`config.mk`:
```
export PLATFORM = sky130hd
export DESIGN_NAME = music_player
export DESIGN_NICKNAME = d
export VERILOG_FILES = /design/src/rtl/music_pkg.sv /design/src/rtl/note_cycle_lut.sv /design/src/rtl/music_player.sv
export SDC_FILE = /design/constraint.sdc
export NUM_CORES = 1
export LEC_CHECK = 0
export BUFFER_PORTS_ARGS = -buffer_cell sky130_fd_sc_hd__buf_4
export CAP_MARGIN = 20
export CORE_MARGIN = 1.5
export CORE_UTILIZATION = 59
export CTS_BUF_LIST = sky130_fd_sc_hd__clkbuf_8 sky130_fd_sc_hd__clkbuf_16
export DETAILED_ROUTE_END_ITERATION = 12
export PLACE_DENSITY = 0.8
export SLEW_MARGIN = 25
export SYNTH_ARGS = -nofsm -noshare
export SYNTH_HDL_FRONTEND = slang
export SYNTH_SLANG_ARGS = --single-unit
```
`constraint.sdc`:
```
create_clock -name clk -period 10.8 [get_ports clk]
set_clock_uncertainty 0.2 [all_clocks]
set_input_delay 1.08 -clock clk [delete_from_list [all_inputs] [get_ports clk]]
set_output_delay 1.08 -clock clk [all_outputs]
set_load 0.005 [all_outputs]
```
`src/rtl/music_pkg.sv`:
```
// Shared types and constants for the buzzer song sequencer.
package music_pkg;

  typedef enum logic [2:0] {
    ST_IDLE = 3'd0,
    ST_ADDR = 3'd1,
    ST_LOAD = 3'd2,
    ST_PLAY = 3'd3,
    ST_GAP  = 3'd4,
    ST_DONE = 3'd5
  } state_e;

  localparam int unsigned HZ_W  = 5;
  localparam int unsigned PER_W = 20;

  localparam logic [HZ_W-1:0] REST_CODE = 5'd0;
  localparam logic [7:0]      END_MARK  = 8'd0;

  localparam logic [1:0] VOL_MUTE    = 2'd0;
  localparam logic [2:0] VOL_SH_LOW  = 3'd6;
  localparam logic [2:0] VOL_SH_MID  = 3'd5;
  localparam logic [2:0] VOL_SH_HIGH = 3'd4;

  // Code 31 is a high alert chirp; 1..30 walk semitones upward from C5.
  localparam int unsigned BEEP_HZ = 32'd7812;

  function automatic int unsigned note_hz(input int unsigned code);
    int unsigned base;
    if (code == 32'd0) begin
      return 32'd0;
    end else if (code == 32'd31) begin
      return BEEP_HZ;
    end else begin
      case ((code - 32'd1) % 32'd12)
        32'd0:   base = 32'd523;
        32'd1:   base = 32'd554;
        32'd2:   base = 32'd587;
        32'd3:   base = 32'd622;
        32'd4:   base = 32'd659;
        32'd5:   base = 32'd698;
        32'd6:   base = 32'd740;
        32'd7:   base = 32'd784;
        32'd8:   base = 32'd831;
        32'd9:   base = 32'd880;
        32'd10:  base = 32'd932;
        32'd11:  base = 32'd988;
        default: base = 32'd523;
      endcase
      return base << ((code - 32'd1) / 32'd12);
    end
  endfunction

endpackage

```
`src/rtl/note_cycle_lut.sv`:
```
// Pitch code to tone period in clock cycles; code 0 (rest) maps to period 1.
module note_cycle_lut
  import music_pkg::*;
#(
  parameter int unsigned CLK_FRE = 50
) (
  input  logic [HZ_W-1:0]  code_i,
  output logic [PER_W-1:0] period_o
);

  localparam int unsigned CLK_HZ = CLK_FRE * 32'd1000000;

  logic [PER_W-1:0] tab_s [2**HZ_W];

  for (genvar g = 0; g < 2**HZ_W; g++) begin : g_tab
    localparam int unsigned F = note_hz(g);
    localparam int unsigned P = CLK_HZ / ((F == 32'd0) ? CLK_HZ : F);
    assign tab_s[g] = PER_W'(P);
  end

  assign period_o = tab_s[code_i];

endmodule

```
`src/rtl/music_player.sv`:
```
// Multi-song buzzer sequencer: walks an external note ROM and drives an
// active-low PWM buzzer with live volume control and optional looping.
module music_player
  import music_pkg::*;
#(
  parameter int unsigned CLK_FRE  = 50,
  parameter int unsigned TICK_CYC = CLK_FRE * 1000000 / 8,
  parameter int unsigned SONG_W   = 2,
  parameter int unsigned STEP_W   = 7,
  parameter int unsigned GAP_CYC  = CLK_FRE * 1000 * 10
) (
  input  logic                     clk,
  input  logic                     rst_n,
  input  logic                     start,
  input  logic                     stop,
  input  logic [SONG_W-1:0]        song_sel,
  input  logic                     loop_en,
  input  logic [1:0]               vol,
  output logic [SONG_W+STEP_W-1:0] rom_addr,
  input  logic [HZ_W-1:0]          rom_hz,
  input  logic [7:0]               rom_time,
  output logic                     busy,
  output logic                     done,
  output logic                     buzzer
);

  localparam logic [STEP_W-1:0] STEP_MAX = '1;
  localparam logic [31:0]       GAP_LAST = 32'(GAP_CYC - 1);

  state_e              state_q, state_d;
  logic [SONG_W-1:0]   song_q, song_d;
  logic [STEP_W-1:0]   step_q, step_d;
  logic [HZ_W-1:0]     hz_q, hz_d;
  logic [31:0]         dur_q, dur_d, dur_cnt_q, dur_cnt_d, gap_cnt_q, gap_cnt_d;
  logic [PER_W-1:0]    hz_cnt_q, hz_cnt_d, period_s, thr_s;
  logic [2:0]          sh_s;
  logic                end_mark_s;
  logic [SONG_W+STEP_W-1:0] rom_addr_q, rom_addr_d;
  logic                busy_q, busy_d, done_q, done_d, buzzer_q, buzzer_d;

  note_cycle_lut #(.CLK_FRE(CLK_FRE)) u_lut (
    .code_i   (hz_q),
    .period_o (period_s)
  );

  always_ff @(posedge clk or negedge rst_n) begin
    if (!rst_n) begin
      state_q    <= ST_IDLE;
      song_q     <= '0;
      step_q     <= '0;
      hz_q       <= '0;
      dur_q      <= '0;
      dur_cnt_q  <= '0;
      gap_cnt_q  <= '0;
      hz_cnt_q   <= '0;
      rom_addr_q <= '0;
      busy_q     <= 1'b0;
      done_q     <= 1'b0;
      buzzer_q   <= 1'b1;
    end else begin
      state_q    <= state_d;
      song_q     <= song_d;
      step_q     <= step_d;
      hz_q       <= hz_d;
      dur_q      <= dur_d;
      dur_cnt_q  <= dur_cnt_d;
      gap_cnt_q  <= gap_cnt_d;
      hz_cnt_q   <= hz_cnt_d;
      rom_addr_q <= rom_addr_d;
      busy_q     <= busy_d;
      done_q     <= done_d;
      buzzer_q   <= buzzer_d;
    end
  end

  always_comb begin
    state_d    = state_q;
    song_d     = song_q;
    step_d     = step_q;
    hz_d       = hz_q;
    dur_d      = dur_q;
    dur_cnt_d  = '0;
    gap_cnt_d  = '0;
    end_mark_s = 1'b0;
    case (state_q)
      ST_IDLE: begin
        if (start) begin
          state_d = ST_ADDR;
          song_d  = song_sel;
          step_d  = '0;
        end else begin
          state_d = ST_IDLE;
        end
      end
      ST_ADDR: state_d = ST_LOAD;
      ST_LOAD: begin
        hz_d  = rom_hz;
        dur_d = 32'(rom_time) * TICK_CYC;
        if (rom_time == END_MARK) begin
          end_mark_s = 1'b1;
        end else begin
          state_d = ST_PLAY;
        end
      end
      ST_PLAY: begin
        if (dur_cnt_q == dur_q - 32'd1) begin
          state_d = ST_GAP;
        end else begin
          dur_cnt_d = dur_cnt_q + 32'd1;
        end
      end
      ST_GAP: begin
        // The last ROM word of a song acts as an implicit end marker.
        if (gap_cnt_q != GAP_LAST) begin
          gap_cnt_d = gap_cnt_q + 32'd1;
        end else if (step_q == STEP_MAX) begin
          end_mark_s = 1'b1;
        end else begin
          step_d  = step_q + STEP_W'(1);
          state_d = ST_ADDR;
        end
      end
      ST_DONE: state_d = ST_IDLE;
      default: state_d = ST_IDLE;
    endcase
    if (end_mark_s) begin
      if (loop_en) begin
        step_d  = '0;
        state_d = ST_ADDR;
      end else begin
        state_d = ST_DONE;
      end
    end else begin
      state_d = state_d;
    end
    if (stop) begin
      state_d   = ST_IDLE;
      step_d    = '0;
      dur_cnt_d = '0;
      gap_cnt_d = '0;
    end else begin
      state_d = state_d;
    end
  end

  always_comb begin
    case (vol)
      2'd1:    sh_s = VOL_SH_LOW;
      2'd2:    sh_s = VOL_SH_MID;
      default: sh_s = VOL_SH_HIGH;
    endcase
    thr_s = period_s >> sh_s;
    // Tone phase only advances while staying in PLAY, so each note starts at 0.
    if (state_q == ST_PLAY && state_d == ST_PLAY) begin
      hz_cnt_d = (hz_cnt_q == period_s - PER_W'(1)) ? '0 : hz_cnt_q + PER_W'(1);
    end else begin
      hz_cnt_d = '0;
    end
    if (stop || state_q != ST_PLAY || vol == VOL_MUTE || hz_q == REST_CODE) begin
      buzzer_d = 1'b1;
    end else begin
      buzzer_d = !(hz_cnt_q < thr_s);
    end
    busy_d     = (state_d != ST_IDLE);
    done_d     = (state_d == ST_DONE);
    rom_addr_d = {song_d, step_d};
  end

  assign rom_addr = rom_addr_q;
  assign busy     = busy_q;
  assign done     = done_q;
  assign buzzer   = buzzer_q;

endmodule
```
# After elaboration in Yosys (flattened, before gate mapping)
# Memories as Yosys holds them, arrays and structs flattened.
# Index checks and enable logic that the tools add are counted.
# classes
multipliers	1
n_shift	1
magnitude_cmp	2
n_eq_ne	13
reduce_logical	10
n_mux	34
bitwise	1
add_sub_neg	6
# op_table
cell	n
$mux 32	6
$mux 20	4
$add 32x1->32 const B	2
$mux 7	6
$eq 32x32->1	1
$ne 32x19->1 const B	1
$sub 31x1->32 const B	1
$mul 8x19->27 const B	1
$mux 3	7
$add 20x1->20 const B	1
$eq 20x20->1	1
$lt 20x20->1	1
$shr 20x3->20	1
$sub 20x1->20 const B	1
$pmux 3 s5	1
$pmux 7 s2	1
$eq 3x2->1 const B	3
$logic_not 8->1	1
$add 7x1->7 const B	1
$eq 7x7->1 const B	1
$eq 3x3->1 const B	2
$ge 6x6->1 const B	1
$not 5->6	1
$logic_not 5->1	1
14 further kinds	21
# totals
in_bits	22
memories	1
register_bits	140
out_inout_bits	12
mem_bits_ro	640
# memory_table
name	depth	width	rd	rd_clocked_by_memory_dff	wr	line	source
(no name shown)	32	20	1	0	0	note_cycle_lut.sv:21	assign period_o = tab_s[code_i];

# Depth between registers and ports, before layout
# Gate-level depths: netlist (run 1).
# depth
word_depth	9
depth_mapped	20
depth_no_buf	18

# By module
# From an unflattened synthesis (run 1), not the netlist that was laid out.
# unflattened
cells_unflattened	1328
hier_area_um2	11559.8
# by_module_without_submodules
module	area_per_inst_um2	cells_per_inst	instances
music_player	10596.4	1177	1
note_cycle_lut	963.4	151	1

# Worst setup path before layout (run 1)
# OpenSTA, ideal clock, no wires.
# synth_timing
path_kind	input to register
start	input port rom_time[5]
end	register dur_q[29]
path_stages	14
setup_ns	0.136
arrival_ns	5.170
path_slack_ns	5.294
t_required_ns	10.464
path_buffers	0
cell_sequence	fa_1 -> inv_1 -> fa_1 -> fa_1 -> inv_1 -> fa_1 -> ha_1 -> and2_1 -> a221oi_1 -> o211ai_1 -> a211o_1 -> a31oi_1 -> xor2_1 -> o21ai_0
# synth_via
elab_chain_len	1
# synth_lines
item	line	source
start, declared	music_player.sv:21	input logic [7:0] rom_time,
$mul 8x19->27	music_player.sv:98	dur_d = 32'(rom_time) * TICK_CYC;
end signal, assigned	music_player.sv:65	dur_q <= dur_d;
end, declared	music_player.sv:34	logic [31:0] dur_q, dur_d, dur_cnt_q, dur_cnt_d, gap_cnt_q, gap_cnt_d;
# No other way between the ends.
# A chain may end at the register's enable or synchronous reset.

# Worst setup path in the final report (run 1)
# Same ends and word-level chain as after synthesis.

==> metrics.yaml, run 1 <==
outcome:
  status: "complete, no violations"
critical_path:
  kind_of_cell_adding_the_most_delay_to_the_critical_path: "adder cells"
  category_of_the_most_critical_setup_path: "input port to flop"
  rrSetupSlack_ns: 5.99
  path_buf_inv: 3
  startpoint_type: "input port"
  worst_path_most_repeated_cell: "fa_1"
  worstRegToRegCells: 17
  crit_chain: "buf_4, fa_1, inv_1, fa_1, fa_1, inv_1, fa_1, ha_1, and2_1, a221oi_1, o211ai_1, a211o_1, a31oi_1, xor2_1, o21ai_0"
  critPathSlowestCell: "fa_1"
  max_stage_delay_ns: 0.57
  timing.critical_path.arrival_ns: 5.61
  timing.critical_path.required_ns: 10.87
  crit_fanout: 6
  worstReg2RegEnd: "buzzer$_DFF_PN1_"
  worstReg2RegStart: "hz_q[1]$_DFFE_PN0P_"
  worst_setup_path_end_kind: "flop"
sta:
  setup_violations: 0
  tightestPinTransition_ns: 0.973
  setup_repair_after_global_routing_missed_its_margin: "false"
  layout_worst_path_cycle_share_pct: 51.2
  final_hold_violations: 0
  timing.final.max_slew_violations: 0
  final_period_minus_worst_setup_slack_ns: 5.53
  maxSlewHeadroom_pct: 34.7
  tns_ns: 0
  achievable_clock_frequency_mhz: 181
clock_tree:
  ctsHoldBuffers: 0
  cts.sinks: 131
  tritoncts: "built"
  postCtsResizedCells: 0
  clk_root_buffer_cell: "clkbuf_16"
  numCtsBuffers: 17
  cts.path.max_buffers: 2
  path_clk_slew_ns: 0.06
  htree_levels: 4
  clock_insertion_delay_worst_skew_ns: 0.42
  cts_setup_buffers: 0
worst_hold_path:
  worst_hold_startpoint: "rom_addr[7]$_DFFE_PN0P_"
  timing.hold.worst.class: "flop to flop"
  holdPathStages: 1
  hold-path-endpoint: "rom_addr[7]$_DFFE_PN0P_"
detailed_routing:
  route.vias.total: 9348
  detail_route.vias_per_cell: 5.98
  topRoutingLayerUsed: "met4"
  routed_len_inst_um: 16.7
  route.final.wire_length_mm: 26.0
  drt_pre_antenna_iters: 7
  antenna_violating_nets_post_route: 0
  met2_length_mm: 12.9
  initialDrtViolationCount: 714
  drcViolationCount: 0
  wirelength_met1_mm: 11.3
  routed-wl-met3_mm: 1.11
floorplan:
  floorplan.initialDensity_pct: 60.7
  die-area_um2: 20200
  die_x_um: 142
  num_io_pins: 34
  design.core.area_um2: 18800
  number_of_rows_in_the_core_area: 50
  chipHeight_um: 142
cells_and_area:
  layout_commonest_cell: "nor2_1"
  area_delta_synth_final_pct: 8.27
  post_route_cells_drive_above_1_share_pct: 9.98
  num-nets-final: 1428
  n_fill_cell: 1471
  antennaDiodeCount: 0
  mostFrequentLayoutCells: "nor2_1, dfrtp_1, nand2_1"
global_route:
  grt_max_degree: 75
  antenna_violations_before_repair: 0
  globalRouteOverflowTotal: 0
  globalRouteTotalUtil_pct: 27.2
  wire_length_of_the_first_global_routing_pass_mm: 44.1
  first_global_vias: 9308
synth:
  yosysUniqueCellTypes: 85
  gate_count_after_technology_mapping: 1285
  synth_flop_cell: "dfrtp_1"
  synth.cell_area_um2: 11400
  synth.ff_latch_count: 131
  syn_nets: 1423
  synth_top_cell_by_area: "dfrtp_1"
  post_synth.cell_area_avg_um2: 8.89
  seq_area_frac_synth_pct: 28.7
  synth_enable_flop_cells: 0
  yosysWarnings: 0
  netlist_top_cells_area: "dfrtp_1, ha_1, fa_1"
  async_reset_ff_share_pct: 100
  synth_top_cell_area_share_pct: 28.5
power:
  power_density_nw_per_um2: 233
  total_leakage_power_nw: 5.33
  ir_drop_mv: 0.197
  p_total_mw: 2.88
placed_design:
  half_perimeter_wire_length_after_detailed_placement_mm: 18.9
  port_buffer_cells: 33
  globalplace.congestion: 0.926
job:
  timing.max_cap.violations: 0
## stage by stage
stage,worst slack (ns),util [%],cell area (um2),std cells,hold slack [ns]
3_5_place_dp,4.82,62.4,11700,1531,0.283
2_1_floorplan,5.29,-,11400,1285,0.252
4_1_cts,5.24,65.6,12400,1562,0.314
3_3_place_gp,4.85,62.4,11700,1531,0.273
5_1_grt,4.92,65.7,12400,1562,0.335
6_report,5.27,65.7,12400,1562,0.309
## synthesized netlist by cell type, types with 6 or more instances
master / instances
a211oi_1: 16
a211oi_2: 10
a21o_1: 18
a21oi_1: 40
a22oi_1: 6
a31oi_1: 8
and2_1: 9
and3_1: 23
buf_4: 7
clkbuf_1: 32
dfrtp_1: 130
fa_1: 40
ha_1: 76
inv_1: 79
mux2_2: 19
mux2i_1: 14
nand2_1: 96
nand2b_1: 14
nand3_1: 60
nand3b_1: 6
nand4_1: 28
nor2_1: 153
nor2b_1: 21
nor3_1: 24
nor4_1: 11
o211ai_1: 7
o21ai_0: 57
o31ai_1: 6
or2_2: 6
or3_1: 12
or4_1: 6
xnor2_1: 73
xor2_1: 75
## how the worst max path moves through the flow
stage,startpoint,end,cells past startpoint
2_1_floorplan,rom_time[5],dur_q[29]$_DFFE_PN0P_,14
3_3_place_gp,rom_time[5],dur_q[29]$_DFFE_PN0P_,15
3_5_place_dp,rom_time[5],dur_q[29]$_DFFE_PN0P_,15
4_1_cts,rom_time[5],dur_q[29]$_DFFE_PN0P_,15
5_1_grt,rom_time[5],dur_q[29]$_DFFE_PN0P_,15
6_report,rom_time[5],dur_q[29]$_DFFE_PN0P_,15
## sequential cells by signal, summed over array words and instances (netlist names)
| register | flops |
|---|---|
| rom_addr | 9 |
| busy | 1 |
| buzzer | 1 |
| state_q | 3 |
| hz_cnt_q | 20 |
| dur_cnt_q | 32 |
| gap_cnt_q | 32 |
| hz_q | 5 |
| dur_q | 27 |
| done | 1 |
## cells by family after synthesis
family	after synthesis	share of synthesized area, %
AO/OA/AOI/OAI	218	13.4
multiplexers	37	3.89
XOR/XNOR	148	11.3
buffers and inverters	133	5.20
flip-flops	131	28.7
AND/OR/NAND/NOR	502	22.2
adder cells (fa/ha/maj)	116	15.3
## layer usage
layer / vias up / track usage, %
met3: 58 / 3.97
li1: 4497 / -
met5: - / 0
met4: 0 / 10.9
met1: 4531 / 34.5
met2: 262 / 46.8
## power by group
part           leakage, nW  internal (mW)  switching (mW)
Clock                0.294          0.372           0.232
Combinational         3.28          0.688           0.904
Sequential            1.76          0.549           0.138
## layout make-up
cell class	instances	area (um2)	share of cell area [%]
Multi-Input combinational cell	1021	7560	61.1
Sequential cell	131	3280	26.5
Clock buffer	18	439	3.55
Tap cell	260	325	2.63
Inverter	81	304	2.46
Timing Repair Buffer	38	289	2.34
Clock inverter	13	171	1.39
(Power assumes the default switching activity.)
==> run 2: changes to the inputs <==
Settings changed: CORE_UTILIZATION 59 to 58, PLACE_DENSITY 0.8 to 0.82.
Clock period 10.8 ns to 4.44 ns, I/O delays scaled along.
==> metrics.yaml, run 2 (synthesis results as in run 1) <==
detailed_routing:
  detail_route.vias_per_cell: 5.89  # -1.7%
  drt_pre_antenna_iters: 5  # -2
  route.final.wire_length_mm: 26.4  # +1.2%
  route.vias.total: 9593  # +2.6%
  antenna_violating_nets_post_route: 0  # unchanged
  routed_len_inst_um: 16.2  # -3.0%
  initialDrtViolationCount: 723  # +1.3%
  drcViolationCount: 0  # unchanged
sta:
  achievable_clock_frequency_mhz: 231
  tns_ns: 0  # unchanged
  timing.final.max_slew_violations: 0  # unchanged
  hold_slack_ns: 0.0518  # -0.257 ns
  final_period_minus_worst_setup_slack_ns: 4.33
  layout_worst_path_cycle_share_pct: 97.5
  setup_repair_after_global_routing_missed_its_margin: "false"
  setup_violations: 0  # unchanged
  setup_slack_ns: 0.112  # -5.15 ns
  maxSlewHeadroom_pct: 39.9  # +5.1 points
  tightestPinTransition_ns: 0.902  # -0.0711 ns
  final_hold_violations: 0  # unchanged
critical_path:
  category_of_the_most_critical_setup_path: "input port to flop"
  worst_setup_path_end_kind: "flop"
  startpoint_type: "input port"
  max_stage_delay_ns: 0.61  # +0.04 ns
  crit_fanout: 3  # -3
  kind_of_cell_adding_the_most_delay_to_the_critical_path: "adder cells"
  path_buf_inv: 3  # unchanged
  crit_chain: "buf_4, fa_2, inv_2, fa_1, inv_1, fa_1, fa_1, ha_4, a21o_1, a21o_1, a21oi_2, and3_1, a211oi_1, or3_1, a21oi_2, xnor2_1, o21ai_0"
  critPathSlowestCell: "fa_2"
  timing.critical_path.required_ns: 4.51  # -6.36 ns
  timing.critical_path.arrival_ns: 4.40  # -1.21 ns
  worst_path_most_repeated_cell: "fa_1"
global_route:
  grt_max_degree: 100  # +33%
  globalRouteOverflowTotal: 0  # unchanged
  globalRouteTotalUtil_pct: 26.8  # -0.39 points
  first_global_vias: 9287  # -0.23%
  antenna_violations_before_repair: 0  # unchanged
  wire_length_of_the_first_global_routing_pass_mm: 44.3  # +0.37%
placed_design:
  placement.cell_area_um2: 12300  # +5.0%
  globalplace.congestion: 0.921  # -0.52%
  half_perimeter_wire_length_after_detailed_placement_mm: 19.8  # +5.1%
  preCtsSetupSlack_ns: -0.334  # -5.16 ns
  port_buffer_cells: 33  # unchanged
  dp_cells: 1597  # +4.3%
floorplan:
  chipHeight_um: 143  # +0.84%
  num_io_pins: 34  # unchanged
  number_of_rows_in_the_core_area: 51  # +2.0%
  floorplan.initialDensity_pct: 58.9  # -1.8 points
  die_x_um: 143  # +0.84%
  die-area_um2: 20500  # +1.7%
  design.core.area_um2: 19400  # +3.0%
cells_and_area:
  layout_commonest_cell: "nor2_1"
  n_fill_cell: 1567  # +6.5%
  multiInputGateArea_um2: 7680  # +1.5%
  final_design_area_no_fill_um2: 13000  # +5.1%
  antennaDiodeCount: 0  # unchanged
  post_route_cells_drive_above_1_share_pct: 15.5  # +5.5 points
  ff_latch_area_um2: 3280  # unchanged
  num-nets-final: 1490  # +4.3%
  mostFrequentLayoutCells: "nor2_1, dfrtp_1, buf_4"
  area_delta_synth_final_pct: 13.8
  biggestRegsByFlops: "dur_cnt_q: 32 flops, gap_cnt_q: 32 flops, dur_q: 27 flops"
  instances_no_fill: 1630  # +4.4%
  utilization_pct: 67.0  # +1.3 points
power:
  p_comb_share_pct: 60.2  # +5.0 points
  power_density_nw_per_um2: 592  # +150%
  p_seq_share_pct: 20.3  # -3.5 points
  ir_drop_mv: 0.287  # +46%
  switching_fraction_of_total_power_pct: 43.2  # -1.0 points
  clockPowerShare_pct: 19.5  # -1.4 points
  switchingPower_mw: 3.32  # +160%
  p_total_mw: 7.70  # +170%
  total_leakage_power_nw: 5.66  # +6.1%
  internal-power_mw: 4.37  # +170%
outcome:
  status: "complete, no violations"
clock_tree:
  htree_levels: 4  # unchanged
  numCtsBuffers: 17  # unchanged
  clk_root_buffer_cell: "clkbuf_16"
  cts.path.max_buffers: 2  # unchanged
  path_clk_slew_ns: 0.06  # about the same
  cts.sinks: 131  # unchanged
  tritoncts: "built"
  clock_insertion_delay_worst_skew_ns: 0.42  # about the same
  cts_setup_buffers: 0  # unchanged
job:
  timing.max_cap.violations: 0  # unchanged
worst_hold_path:
  timing.hold.worst.class: "input port to flop"
-- run 2: worst paths after layout --
path | from | end | slack [ns] | cells after the start
worst max-delay path | rom_time[5] | dur_q[28]$_DFFE_PN0P_ | 0.11 | 17
worst min-delay path | song_sel[0] | rom_addr[7]$_DFFE_PN0P_ | 0.05 | 2
worst max register to register | hz_q[0]$_DFFE_PN0P_ | hz_cnt_q[0]$_DFF_PN0_ | 0.27 | 12
worst min register to register | gap_cnt_q[0]$_DFF_PN0_ | gap_cnt_q[0]$_DFF_PN0_ | 0.29 | 1
max in group asynchronous | rst_n | state_q[0]$_DFF_PN0_ | 2.56 | 3
min in group asynchronous | rst_n | hz_cnt_q[12]$_DFF_PN0_ | 0.48 | 2
-- run 2: what timing repair did --
action,in CTS,in global routing
endpoints found under the hold margin,97,0
endpoints found under the setup margin,0,6
hold buffers,1,0
gates resized for setup,0,4
-- run 2: per-layer routing --
metal | routed length [um] | vias to the layer above | global-route usage (%)
li1 | - | 4631 | -
met1 | 11900 | 4612 | 36.1
met2 | 12800 | 307 | 45.4
met3 | 1300 | 43 | 3.93
met4 | 370 | 0 | 6.77
met5 | 0 | - | 0
-- run 2: power groups by stage --
stage,Clock (mW),Sequential [mW],Combinational [mW]
after floorplan,0,1.50,3.38
after global placement,0,1.57,4.35
after detailed placement,0,1.58,4.51
after CTS,1.52,1.56,4.55
after global routing,1.58,1.59,5.10
final,1.50,1.56,4.63
-- run 2: area by class of cell --
class | instances | area share, %
flip-flops and latches | 131 | 25.2
well taps | 265 | 2.55
multi-input cells | 1021 | 59.1
repair buffers | 100 | 5.92
clock inverters | 13 | 1.42
inverters | 81 | 2.34
clock buffers | 19 | 3.48
